===== src/rtl/systolic_row_feeder_pkg.sv =====
// Shared constants for the systolic feeder: FP zero pattern, default array size
// and the feeder state encoding.
package systolic_row_feeder_pkg;

   localparam int              DEFAULT_N = 4;
   localparam int              FP_W      = 32;
   localparam logic [FP_W-1:0] FP_ZERO   = 32'h0000_0000;

   typedef enum logic [2:0] {
      ST_IDLE,
      ST_LOADED,
      ST_STREAM,
      ST_FLUSH,
      ST_DONE
   } feeder_state_e;

endpackage


===== src/rtl/systolic_row_feeder_skew_lane_mux.sv =====
// One skew lane: picks row element (t - lane) when it lies inside the row,
// otherwise FP zero. Purely combinational, bit-exact pass-through.
module skew_lane_mux
   import systolic_row_feeder_pkg::*;
#(
   parameter int N      = DEFAULT_N,
   parameter int DATA_W = FP_W,
   parameter int TW     = 3
) (
   input  logic [N*DATA_W-1:0] row_i,
   input  logic [TW-1:0]       t_i,
   input  logic [TW-1:0]       lane_i,
   output logic [DATA_W-1:0]   elem_o
);

   always_comb begin
      elem_o = DATA_W'(FP_ZERO);
      for (int k = 0; k < N; k++) begin
         if (t_i >= lane_i && (t_i - lane_i) == TW'(k)) begin
            elem_o = row_i[k*DATA_W +: DATA_W];
         end
      end
   end

endmodule


===== src/rtl/systolic_row_feeder.sv =====
// Input skew stage for the IN_LEFT edge of an N-row systolic array: buffers an
// N x N matrix row by row, then streams it diagonally followed by a zero flush.
module systolic_row_feeder
   import systolic_row_feeder_pkg::*;
#(
   parameter int N            = DEFAULT_N,
   parameter int DATA_W       = FP_W,
   parameter int FLUSH_CYCLES = 4
) (
   input  logic                clk_i,
   input  logic                rst_ni,
   input  logic                load_valid_i,
   output logic                load_ready_o,
   input  logic [N*DATA_W-1:0] load_row_i,
   input  logic                start_i,
   output logic [N*DATA_W-1:0] out_lanes_o,
   output logic                out_valid_o,
   output logic                busy_o,
   output logic                done_o
);

   localparam int TW = $clog2(2*N);
   localparam int RW = (N > 1) ? $clog2(N) : 1;
   localparam int FW = (FLUSH_CYCLES > 1) ? $clog2(FLUSH_CYCLES) : 1;
   localparam logic [TW-1:0] T_LAST = TW'(2*N-2);
   localparam logic [RW-1:0] R_LAST = RW'(N-1);
   localparam logic [FW-1:0] F_LAST = FW'((FLUSH_CYCLES > 0) ? FLUSH_CYCLES-1 : 0);

   feeder_state_e       state_q, state_d;
   logic [RW-1:0]       row_cnt_q, row_cnt_d;
   logic [TW-1:0]       t_q, t_d;
   logic [FW-1:0]       f_q, f_d;
   logic                wr_en;
   logic [N*DATA_W-1:0] buf_q [N];
   logic [N*DATA_W-1:0] lanes_d;

   logic                load_ready_q;
   logic [N*DATA_W-1:0] out_lanes_q;
   logic                out_valid_q;
   logic                busy_q;
   logic                done_q;

   always_comb begin
      state_d   = state_q;
      row_cnt_d = row_cnt_q;
      t_d       = t_q;
      f_d       = f_q;
      wr_en     = 1'b0;
      case (state_q)
         ST_IDLE: begin
            if (load_valid_i && load_ready_q) begin
               wr_en = 1'b1;
               if (row_cnt_q == R_LAST) begin
                  row_cnt_d = '0;
                  state_d   = ST_LOADED;
               end else begin
                  row_cnt_d = row_cnt_q + RW'(1);
               end
            end
         end
         ST_LOADED: begin
            if (start_i) begin
               state_d = ST_STREAM;
               t_d     = '0;
            end
         end
         ST_STREAM: begin
            if (t_q == T_LAST) begin
               t_d     = '0;
               f_d     = '0;
               state_d = (FLUSH_CYCLES == 0) ? ST_DONE : ST_FLUSH;
            end else begin
               t_d = t_q + TW'(1);
            end
         end
         ST_FLUSH: begin
            if (f_q == F_LAST) state_d = ST_DONE;
            else               f_d     = f_q + FW'(1);
         end
         ST_DONE:  state_d = ST_IDLE;
         default:  state_d = ST_IDLE;
      endcase
   end

   // Lanes are computed from the next-cycle t so the registered output lines up with state.
   for (genvar gi = 0; gi < N; gi++) begin : g_lane
      skew_lane_mux #(
         .N      (N),
         .DATA_W (DATA_W),
         .TW     (TW)
      ) u_lane (
         .row_i  (buf_q[gi]),
         .t_i    (t_d),
         .lane_i (TW'(gi)),
         .elem_o (lanes_d[gi*DATA_W +: DATA_W])
      );
   end

   always_ff @(posedge clk_i or negedge rst_ni) begin
      if (!rst_ni) begin
         state_q      <= ST_IDLE;
         row_cnt_q    <= '0;
         t_q          <= '0;
         f_q          <= '0;
         for (int r = 0; r < N; r++) buf_q[r] <= '0;
         load_ready_q <= 1'b0;
         out_lanes_q  <= '0;
         out_valid_q  <= 1'b0;
         busy_q       <= 1'b0;
         done_q       <= 1'b0;
      end else begin
         state_q      <= state_d;
         row_cnt_q    <= row_cnt_d;
         t_q          <= t_d;
         f_q          <= f_d;
         if (wr_en) buf_q[row_cnt_q] <= load_row_i;
         load_ready_q <= (state_d == ST_IDLE);
         out_lanes_q  <= (state_d == ST_STREAM) ? lanes_d : '0;
         out_valid_q  <= (state_d == ST_STREAM) || (state_d == ST_FLUSH);
         busy_q       <= (state_d == ST_STREAM) || (state_d == ST_FLUSH);
         done_q       <= (state_d == ST_DONE);
      end
   end

   assign load_ready_o = load_ready_q;
   assign out_lanes_o  = out_lanes_q;
   assign out_valid_o  = out_valid_q;
   assign busy_o       = busy_q;
   assign done_o       = done_q;

endmodule


===== config.mk =====
export PLATFORM = sky130hd
export DESIGN_NAME = systolic_row_feeder
export DESIGN_NICKNAME = d
export VERILOG_FILES = /design/src/rtl/systolic_row_feeder_pkg.sv /design/src/rtl/systolic_row_feeder_skew_lane_mux.sv /design/src/rtl/systolic_row_feeder.sv
export SDC_FILE = /design/constraint.sdc
export NUM_CORES = 1
export LEC_CHECK = 0
export CAP_MARGIN = 10
export CORE_ASPECT_RATIO = 0.6
export CORE_MARGIN = 10
export CORE_UTILIZATION = 62
export DETAILED_ROUTE_END_ITERATION = 8
export PLACE_DENSITY = 0.9
export RECOVER_POWER = 100
export SYNTH_ARGS = -nofsm -noshare
export SYNTH_HDL_FRONTEND = slang
export SYNTH_HIERARCHICAL = 1
export SYNTH_SLANG_ARGS = --single-unit

===== constraint.sdc =====
create_clock -name clk_i -period 5.8 [get_ports clk_i]
set_clock_uncertainty 0.05 [all_clocks]
set_input_delay 0.58 -clock clk_i [delete_from_list [all_inputs] [get_ports clk_i]]
set_output_delay 0.58 -clock clk_i [all_outputs]
set_load 0.1 [all_outputs]

==> flow_summary_export.csv <==
group,metric,value,unit
critical_path,critPathMaxFanout,80,
cts,h-tree-depth,2,
status,status,"finished, violations left",
pwr,vdd_drop_max,0.000592,V
critical_path,worstPathRequired,6.22,ns
die,row_count,61,
cts,cts_buffer_depth,3,
sta,setup_viol,0,
pwr,cellLeakagePower,14.5,nW
global_routing,first_global_vias,19325,
die,coreArea,46200,sq um
critical_path,worstSetupPathType,"input port to register",
cts,post_cts_resized,0,
drt,avgViaCountPerCell,6.27,
die,dieWidth,299,microns
placed_design,portBuffers,263,
run,cap_viol_max_count,13,
sta,setup_slack,0.825,ns
global_routing,grt_max_degree,182,
drt,drt_wl_total,76.8,mm
synthesis,synth_top_area_share,56.6,%
pwr,power_density,663,nW/um^2
drt,drtIter0Drc,1607,
synthesis,ys_seq_elements,653,
hold_path,hp-class,"input port to async pin",
sta,period_minus_slack,4.98,ns
synthesis,synth.area.top_cells,"dfrtp_1 57%, mux2_2 20%, mux4_2 10%",
critical_path,worstPathCellList,"dlygate4sd3_1, nor3b_1, nand3_4, clkbuf_1, buf_4, mux2_2",
synthesis,synthCells,1919,
critical_path,critical-path-top-delay-family,"buffers and inverters",
synthesis,postSynthAreaPerCell,15.1,sq um
status,violations,"hold timing, capacitance limit, slew limit",
placed_design,place_hpwl,48.3,mm
cts,cts_tree,"yes",
synthesis,yosysWarnings,6,
placed_design,pre_cts_slack,1.12,ns
critical_path,reg2reg_from,"state_q[1]$_DFF_PN0_",
synthesis,synthesis.area,28900,sq um
global_routing,grt-ovfl-total,0,
drt,wire_per_inst,27.2,microns
synthesis,synth.distinct_cells,34,
drt,drcViolationCount,0,
cts,post_cts_buffers,0,
sta,maxSlewViolCount,778,
synthesis,synth_edf_count,0,
cells_and_area,synthToLayoutAreaGrowth,17.0,%
die,fp.dieArea,55900,sq um
drt,ant_nets,0,
critical_path,endpoint_kind,"register",
sta,fmax,201,MHz
sta,hold_violations,35,
sta,rsz0062_at_grt,"no",
drt,route.vias.total,17741,
placed_design,gp_congestion,0.810,
cells_and_area,drive_gt1_share,35.9,%
cts,clock-root-buffer,"clkbuf_16",
synthesis,yosysSeqAreaShare,56.6,%
cts,cts.sinks,653,
critical_path,cp-startpoint,"load_valid_i",
cts,clk_pin_slew,0.06,ns
critical_path,cp-start-kind,"input port",
global_routing,grtUsageTotal,27.4,%
cts,clock_latency,0.60,ns
cts,cts_inserted_buffers,57,
synthesis,yosysTopAreaCell,"dfrtp_1",
sta,max_slew.worst_pin.slew,3.93,ns
sta,holdWs,-0.0433,ns
die,die_h,187,microns
critical_path,crit_slowest_cell,"clkbuf_1",
critical_path,critPathArrivalTime,5.39,ns
die,top_level_ports,264,
cells_and_area,regArea,16300,sq um
global_routing,antenna_found_initial,6,
sta,period_share,85.8,%
synthesis,async_reset_ff_share,100,%
drt,dr.pass1.iters,7,
cells_and_area,multi_input_area,11100,sq um
global_routing,grt_pass1_wl,119,mm
die,initial_core_util,62.6,%
synthesis,synth_top_flop_cell,"dfrtp_1",
cts,cts_hold_buf,0,
critical_path,worst-path-buf-inv,3,
cells_and_area,fillers,2703,
sta,setup_tns,0,ns
sta,slew_headroom,-162,%
cells_and_area,nets,2299,
critical_path,worst_path_largest_cell_delay,2.09,ns
[final timing paths]
check / endpoint / slack, ns / cells past startpoint
worst max-delay path: buf_q[239]$_DFFE_PN0P_ / 0.82 / 6
worst min-delay path: buf_q[420]$_DFFE_PN0P_ / -0.04 / 1
worst max register to register: out_lanes_o[121]$_DFF_PN0_ / 0.92 / 9
worst min register to register: buf_q[129]$_DFFE_PN0P_ / 0.45 / 1
max in group asynchronous: out_lanes_o[15]$_DFF_PN0_ / 1.39 / 2
min in group clk_i: buf_q[129]$_DFFE_PN0P_ / 0.45 / 1
[cell type report]
type,instances,share of cell area [%]
Inverter,148,1.64
Multi-Input combinational cell,984,33.0
Clock buffer,83,5.08
Tap cell,630,2.33
Antenna cell,4,0.0296
Timing Repair Buffer,302,8.63
Sequential cell,653,48.4
Clock inverter,24,0.930
[stage by stage]
step                      hold WS (ns)  power [mW]  std cells  utilization, %  cell area (sq um)
after floorplan                  0.234        15.6       1929               -              28900
after global placement           0.430        17.7       2717            69.0              31900
after detailed placement         0.437        18.2       2717            69.0              31900
after CTS                     0.000144        22.4       2824            73.4              33900
after global routing           0.00864        23.4       2827            73.2              33800
final                          -0.0433        22.4       2828            73.2              33800
[worst register-to-register path, delay by kind of cell (launching register included)]
| family | cells | cell delay [ns] |
|---|---|---|
| buf+inv | 2 | 0.42 |
| simple gates | 3 | 0.78 |
| flops | 1 | 0.47 |
| compound gates | 2 | 0.71 |
| fa+ha+maj | 1 | 1.71 |
| mux | 1 | 0.56 |
[synth_stat cells (all sizes together) (2+ instances only)]
master  number
dfrtp      653
nor3       129
mux2       515
nand2b       5
buf        122
conb         2
o311ai       2
fa           4
a21oi        4
inv        148
clkbuf      22
mux4       128
nor2         6
a211oi       4
o21ai        2
nor3b      136
nand2        6
nand3        3
ha          17
a211o        2
[logic make-up (layout without fill, tap and decap cells)]
kind of cell | count (synthesis) | in the layout | share of synthesized area (%)
buf+inv | 292 | 557 | 5.41
other cells | 2 | 16 | 0.0260
flops | 653 | 653 | 56.6
mux | 643 | 643 | 30.1
compound gates | 17 | 17 | 0.550
simple gates | 291 | 291 | 6.37
fa+ha+maj | 21 | 21 | 1.01
[metal layers]
metal / vias up / global-route usage, % / part of all wire [%]
met5: - / 0 / 0
met4: 0 / 7.86 / 2.8
met3: 165 / 6.82 / 8.5
met2: 824 / 43.3 / 48
met1: 9443 / 37.6 / 41
li1: 7309 / - / -
[power by group]
| part | total, mW | switching (mW) | internal [mW] |
|---|---|---|---|
| combinational | 10.7 | 5.51 | 5.19 |
| sequential | 7.61 | 1.08 | 6.53 |
| clock | 4.08 | 1.71 | 2.37 |
[flip-flops by register name, indices dropped and copies added, names as in the netlist]
register and cells:
buf_q 512, f_q 2, done_o 1, t_q 3
state_q 3, busy_o 1, load_ready_o 1, out_lanes_o 128
row_cnt_q 2
[layout by cell type, fill, tap and decap left out, drive strengths merged, types with 5 or more instances in the layout]
master,count
dlygate4sd3,133
nor3,129
clkdlybuf4s50,129
clkinv,10
clkbuf,98
nand2b,5
buf,25
bufinv,7
conb,12
mux4,128
nor2,6
mux2,515
dfrtp,653
inv,149
clkinvlp,6
ha,17
nand2,6
nor3b,136
Power figures use the tool's default switching activity.
